==> src/rtl/seg7_scan_ctrl.sv <==
// Time-multiplexed scan controller for common-anode 7-segment digits that share
// one hex-to-segment decoder. A blanking gap precedes every digit slot, and new
// display data is swapped in only at a frame boundary so a frame is never torn.
module seg7_scan_ctrl #(
  parameter int NUM_DIG   = 4,
  parameter int ON_CYC    = 50000,
  parameter int BLANK_CYC = 64
) (
  input  logic                 iCLK,
  input  logic                 iRST_N,
  input  logic                 iEN,
  input  logic                 iLOAD,
  input  logic [4*NUM_DIG-1:0] iDATA,
  input  logic [NUM_DIG-1:0]   iBLANK,
  output logic [3:0]           oDIG,
  output logic [NUM_DIG-1:0]   oSEL_N,
  output logic                 oPEND,
  output logic                 oLOAD_ACK,
  output logic                 oFRAME
);

  localparam int MAX_CYC = (ON_CYC > BLANK_CYC) ? ON_CYC : BLANK_CYC;
  localparam int CNT_W   = (MAX_CYC > 1) ? $clog2(MAX_CYC) : 1;
  localparam int IDX_W   = (NUM_DIG > 1) ? $clog2(NUM_DIG) : 1;

  localparam logic [CNT_W-1:0] ON_LAST    = CNT_W'(ON_CYC - 1);
  localparam logic [CNT_W-1:0] BLANK_LAST = CNT_W'(BLANK_CYC - 1);
  localparam logic [IDX_W-1:0] IDX_LAST   = IDX_W'(NUM_DIG - 1);

  typedef enum logic {
    stBlank = 1'b0,
    stOn    = 1'b1
  } state_t;

  state_t               state;
  logic [CNT_W-1:0]     cycCnt;
  logic [IDX_W-1:0]     digIdx;
  logic [IDX_W-1:0]     nextIdx;
  logic                 lastDig;
  logic [4*NUM_DIG-1:0] activeData;
  logic [4*NUM_DIG-1:0] pendData;

  // Nibble k of a packed display value.
  function automatic logic [3:0] nibbleAt(input logic [4*NUM_DIG-1:0] v,
                                          input logic [IDX_W-1:0] k);
    return v[{k, 2'b00} +: 4];
  endfunction

  // Active-low enable pattern for digit k, or all off when that digit is masked.
  function automatic logic [NUM_DIG-1:0] selFor(input logic [IDX_W-1:0] k,
                                                input logic blank);
    logic [NUM_DIG-1:0] s;
    s = '1;
    if (!blank) s[k] = 1'b0;
    return s;
  endfunction

  assign lastDig = (digIdx == IDX_LAST);
  assign nextIdx = lastDig ? '0 : digIdx + 1'b1;

  // Scan FSM, load handshake and all registered outputs.
  always_ff @(posedge iCLK or negedge iRST_N) begin
    if (!iRST_N) begin
      state      <= stBlank;
      cycCnt     <= '0;
      digIdx     <= '0;
      activeData <= '0;
      pendData   <= '0;
      oDIG       <= '0;
      oSEL_N     <= '1;
      oPEND      <= 1'b0;
      oLOAD_ACK  <= 1'b0;
      oFRAME     <= 1'b0;
    end else begin
      oLOAD_ACK <= 1'b0;
      oFRAME    <= 1'b0;

      // Loads are accepted in any state; the latest one wins.
      if (iLOAD) begin
        pendData <= iDATA;
        oPEND    <= 1'b1;
      end

      if (!iEN) begin
        // Freeze: index, oDIG and active data hold; restart from a full blank.
        state  <= stBlank;
        cycCnt <= '0;
        oSEL_N <= '1;
      end else begin
        case (state)
          stBlank: begin
            if (cycCnt == BLANK_LAST) begin
              state  <= stOn;
              cycCnt <= '0;
              oSEL_N <= selFor(digIdx, iBLANK[digIdx]);
            end else begin
              cycCnt <= cycCnt + 1'b1;
            end
          end
          stOn: begin
            if (cycCnt == ON_LAST) begin
              state  <= stBlank;
              cycCnt <= '0;
              digIdx <= nextIdx;
              oSEL_N <= '1;
              if (lastDig) begin
                // Frame boundary: pending data becomes active, digit 0 bypasses it.
                oFRAME <= 1'b1;
                if (oPEND) begin
                  activeData <= pendData;
                  oLOAD_ACK  <= 1'b1;
                  oDIG       <= pendData[3:0];
                  if (!iLOAD) oPEND <= 1'b0;
                end else begin
                  oDIG <= activeData[3:0];
                end
              end else begin
                oDIG <= nibbleAt(activeData, nextIdx);
              end
            end else begin
              cycCnt <= cycCnt + 1'b1;
              oSEL_N <= selFor(digIdx, iBLANK[digIdx]);
            end
          end
          default: state <= stBlank;
        endcase
      end
    end
  end

endmodule

==> config.mk <==
export PLATFORM = sky130hd
export DESIGN_NAME = seg7_scan_ctrl
export DESIGN_NICKNAME = d
export VERILOG_FILES = /design/src/rtl/seg7_scan_ctrl.sv
export SDC_FILE = /design/constraint.sdc
export NUM_CORES = 1
export LEC_CHECK = 0
export BUFFER_PORTS_ARGS = -buffer_cell sky130_fd_sc_hd__buf_2
export CORE_UTILIZATION = 30
export DETAILED_ROUTE_END_ITERATION = 6
export SLEW_MARGIN = 20
export SYNTH_ARGS = -nofsm -noshare
export SYNTH_HDL_FRONTEND = slang
export SYNTH_SLANG_ARGS = --single-unit
==> constraint.sdc <==
create_clock -name iCLK -period 2.6 [get_ports iCLK]
set_input_delay 0.26 -clock iCLK [delete_from_list [all_inputs] [get_ports iCLK]]
set_output_delay 0.26 -clock iCLK [all_outputs]
set_load 0.1 [all_outputs]
-- After elaboration in Yosys (flattened, before gate mapping)
Cells that the tools add are included.
- RAM bits: 0
- latch bits: 0
- register bits: 62
- memories: 0
- logic and storage cells: 60
- bits in read-only memories: 0
- bits of input ports: 24
- output and inout bits: 11
- div/mod/pow operators: 0
- order comparisons: 2
- shift-type cells: 1
- bitwise gates (word level): 2
- $add $sub $neg: 2
- multipliers: 0
- multiplexer cells: 36
- eq/ne operators: 4
- reduce and logical (&&, ||, !) cells: 3
- operators with widths (operator ; number):
    2-to-1 mux 16 bit ; 3
    case mux 16 bit (2 select lines) ; 1
    2-to-1 mux 4 bit ; 6
    2-to-1 mux 1 bit ; 21
    adder 16 x 1 -> 16 bit, second input constant ; 1
    equality test 16 bit, second input constant ; 1
    equality test 16 x 6 -> 1 bit, second input constant ; 1
    indexed part select 16 x 5 -> 4 bit ; 1
    case mux 4 bit (2 select lines) ; 1
    AND reduction 5 bit ; 1
    inverter 4 bit ; 1
    < comparator 2 x 3 -> 1 bit, second input constant ; 1
    != test 3 bit, second input constant ; 1
    AND reduction 3 bit ; 1
    adder 2 x 1 -> 2 bit, second input constant ; 1
    binary-select mux 1 bit (select 2 bit) ; 1
    demux 1 bit (select 2 bit) ; 1
    equality test 2 bit, second input constant ; 1
    greater-or-equal comparator 2 x 1 -> 1 bit, second input constant ; 1
    2-to-1 mux 2 bit ; 1
    case mux 1 bit (2 select lines) ; 1
    logical AND 1 bit ; 1
    inverter 1 bit ; 1

-- Logic depth before layout (Yosys ltp)
- depth after elaboration: 9
- depth in mapped cells: 7
- mapped depth without buffers: 6

-- Least setup slack after synthesis
OpenSTA, ideal clock, no wires.
- path type: reg2reg
- from: register digIdx[0]
- to: register oDIG[0]
- buffers on the path: 0
- clock period less this slack: 2113 ps
- library setup time: 126 ps
- required time: 2474 ps
- data arrival time: 1987 ps
- cell stages (with the launch flop): 7
- slack: 487 ps
- cell sequence: dfrtp_1 > ha_1 > nor2_1 > mux4_2 > nor2_1 > a21oi_1 > mux2_2
- longest elaborated chain between the ends: 4
- elaborated cells on any way between the ends: 5
- classes of those cells: 1 x add/sub; 1 x eq/ne; 1 x shift; 2 x mux
- RTL lines (item ; line ; RTL):
    start: declaration ; 37 ; logic [IDX_W-1:0] digIdx;
    start signal: assignment ; 104 ; digIdx <= nextIdx;
    adder 2 x 1 -> 2 bit or equality test 2 bit (tied branches) ; 59, 58 ;
    2-to-1 mux 2 bit ; 59 ; assign nextIdx = lastDig ? '0 : digIdx + 1'b1;
    indexed part select 16 x 5 -> 4 bit ; 46 ; return v[{k, 2'b00} +: 4];
    2-to-1 mux 4 bit * ; 106 ; if (lastDig) begin
    end signal: assignment ; 112 ; oDIG <= pendData[3:0];
    end signal: assignment ; 115 ; oDIG <= activeData[3:0];
    end signal: assignment ; 118 ; oDIG <= nibbleAt(activeData, nextIdx);
    end: declaration ; 15 ; output logic [3:0] oDIG,
Mark *: on every way between the ends. The rest lies on a longest branch, timed or not.
A chain may end at the register's enable or synchronous reset.

-- Worst setup path after layout
- from: register cycCnt[11]
- to: register activeData[15]
- longest elaborated chain between the ends: 2
- RTL lines (item ; line ; RTL):
    start: declaration ; 36 ; logic [CNT_W-1:0] cycCnt;
    start signal: assignment ; 97 ; cycCnt <= cycCnt + 1'b1;
    start signal: assignment ; 121 ; cycCnt <= cycCnt + 1'b1;
    equality test 16 bit ; 101 ; if (cycCnt == ON_LAST) begin
    AND reduction 5 bit (no line) ; -- ;
    end signal: assignment ; 110 ; activeData <= pendData;
    end: declaration ; 40 ; logic [4*NUM_DIG-1:0] activeData;
Every way passes these cells.

==> impl_metrics.toml <==
[power_and_ir_drop]
clkPwrFrac = 0.466
p_sw_frac = 0.232
leakage_nw = 1.63
p_per_area_nw_per_um2 = 614
p_switching_w = 0.000479
seq_power_share = 0.490
power_frac_comb = 0.044
peakVddDrop_uv = 281
intPower_w = 0.00159

[cells_and_area]
nNetsFinal = 288
final_cell_mix = "dfrtp_1, buf_2, mux2_2"
drive_above_1_share = 0.402
utilization = 0.366
n_antenna_cell = 0
mostFrequentLayoutCell = "dfrtp_1"
syn2layout_area_growth_pct = 18.8
fillCellCount = 914

[floorplanning]
dieArea_sq_um = 9830
start_util = 0.308
core_sq_um = 9200
fp.dieH_microns = 99.2
die_w_microns = 99.2
row_count = 35
ios = 35

[cts]
path_clk_slew_ns = 0.08
cts_tree = "built"
clock_path_buffers = 2
cts_setup_buffers = 0
h-tree-depth = 3
insertion_delay_ns = 0.35
cts_repair_resize_count = 0
hold_buffers = 0
cts.sinks = 62
cts_buffers = 9
cts_root_buffer = "clkbuf_8"

[logic_synthesis]
yosysTopAreaCellShare = 0.512
yosys.area.top_type = "dfrtp_1"
netlist_top_cells_area = "dfrtp_1, mux2_2, mux2_4"
synth-seq-cells = 62
ys_types = 32
yosys_warnings = 0
syn_area_sq_um = 2830
yosysSeqAreaShare = 0.549
syn_avg_cell_area_sq_um = 13.1
syn_nets = 246
syn_inst = 217

[sta]
tightestPinTransition_ns = 0.776
slew_headroom = 0.483
tns_ns = 0
min_period_ns = 2.17
fin_skew_ns = 0.0115
fmax_ghz = 0.462
slew_viol_final = 0
setup_viol = 0
rsz0062_at_grt = "false"
period_share = 0.833
finalHoldViolCount = 0

[detailed_routing]
vias = 1764
route.detailed.drc = 0
totalWireLength_microns = 5130
detail_route.wl_per_cell_microns = 13.7
ant_nets = 0
avgViaCountPerCell = 4.70
firstDrtPassIters = 4
drtIter0Drc = 65

[place]
portBuffers = 34
dp_hpwl_microns = 3610
gp_congestion = 0.689

[critical_path]
cp_max_fo = 16
crit_path_end_kind = "register"
cp.required_ns = 2.83
crit_type = "register to register"
worstSetupStartpointType = "register"
cp.arrival_ns = 2.39

[global_route]
antenna_found_initial = 0
grt_overflow_total = 0
grt_pass1_vias = 1746
grt_pass1_wl_microns = 8800
grtUsageTotal = 0.117
grt_start_max_net_pins = 63

[min_path]
min_path_type = "input pin to async pin"

[flow_run]
drv_cap = 0

[run_status]
status = "completed"
[metrics by stage]
stage	std cells	hold WS [ns]	power (W)	instance area (sq um)	setup WS, ns
2_1_floorplan	217	-0.0356	0.00107	2830	0.487
3_3_place_gp	359	0.472	0.00112	3140	0.460
3_5_place_dp	359	0.474	0.00113	3140	0.424
4_1_cts	375	0.0945	0.00209	3370	0.413
5_1_grt	375	0.124	0.00214	3370	0.323
6_report	375	0.0661	0.00207	3370	0.434
[kinds of logic (layout without fill, tap and decap cells)]
family,count (synthesis),count (layout),synth area share
simple gates,66,66,0.124
flops,62,62,0.549
mux,47,47,0.218
xor+xnor,14,14,0.0433
buf+inv,12,59,0.0194
compound gates,11,11,0.0234
fa+ha+maj,5,5,0.0221
[critical path: stages, from the launching register on]
cell	delay (ns)
dfrtp_1	0.41
or4_4	0.55
nor2_4	0.12
and3_4	0.23
nand4_4	0.33
mux2_4	0.41
[cell usage after synthesis]
cell and count:
a21oi_1 4, a31oi_1 5, and3_1 3, and3_4 1
and3b_1 4, and4_1 1, buf_2 2, buf_6 1
clkbuf_1 5, dfrtp_1 58, dfstp_2 4, ha_1 5
inv_1 4, mux2_2 28, mux2_4 10, mux2i_1 4
mux4_2 5, nand2_1 9, nand2b_1 1, nand3_1 10
nand4_1 2, nand4_4 1, nor2_1 27, nor2_4 1
nor3_1 3, nor3b_1 1, o211ai_1 1, o21bai_1 1
or4_1 1, or4_4 1, xnor2_1 5, xor2_1 9
[layer usage]
layer / part of all wire / global-route usage / vias up
met5: 0 / 0 / -
met4: 0.029 / 0.0781 / 0
met3: 0.044 / 0.0295 / 10
met2: 0.44 / 0.163 / 35
met1: 0.48 / 0.161 / 868
li1: - / - / 851
[final timing paths]
kind | startpoint | slack (ns) | to | depth (start not counted)
max | cycCnt[11] | 0.43 | activeData[15] | 5
min | iRST_N | 0.07 | pendData[0] | 2
max reg2reg | cycCnt[11] | 0.43 | activeData[15] | 5
min reg2reg | cycCnt[0] | 0.50 | cycCnt[0] | 1
max in group asynchronous | iRST_N | 2.02 | cycCnt[11] | 2
min in group iCLK | iDATA[8] | 0.13 | pendData[8] | 2
[cell type report]
class                   instances  area [sq um]  share of cell area
flip-flops and latches         62          1560               0.462
multi-input cells             143          1220               0.363
repair buffers                 39           208              0.0617
well taps                     111           139              0.0413
clock buffers                   9           124              0.0368
clock inverters                 7           103              0.0305
inverters                       4          15.0             0.00446
[state kept, by name, indices dropped and copies added (netlist names)]
name and cells:
pendData 16, oLOAD_ACK 1, oSEL_N 4, digIdx 2
oPEND 1, oDIG 4, activeData 16, cycCnt 16
state 1, oFRAME 1
[power by group through the flow]
| stage | Clock, W | Sequential (W) | Combinational [W] |
|---|---|---|---|
| 2_1_floorplan | 0 | 0.00102 | 0.0000481 |
| 3_3_place_gp | 0 | 0.00103 | 0.0000907 |
| 3_5_place_dp | 0 | 0.00103 | 0.0000931 |
| 4_1_cts | 0.000986 | 0.00101 | 0.0000938 |
| 5_1_grt | 0.00102 | 0.00102 | 0.000103 |
| 6_report | 0.000964 | 0.00101 | 0.0000907 |
Note: power is estimated with default switching activity, not from simulation.
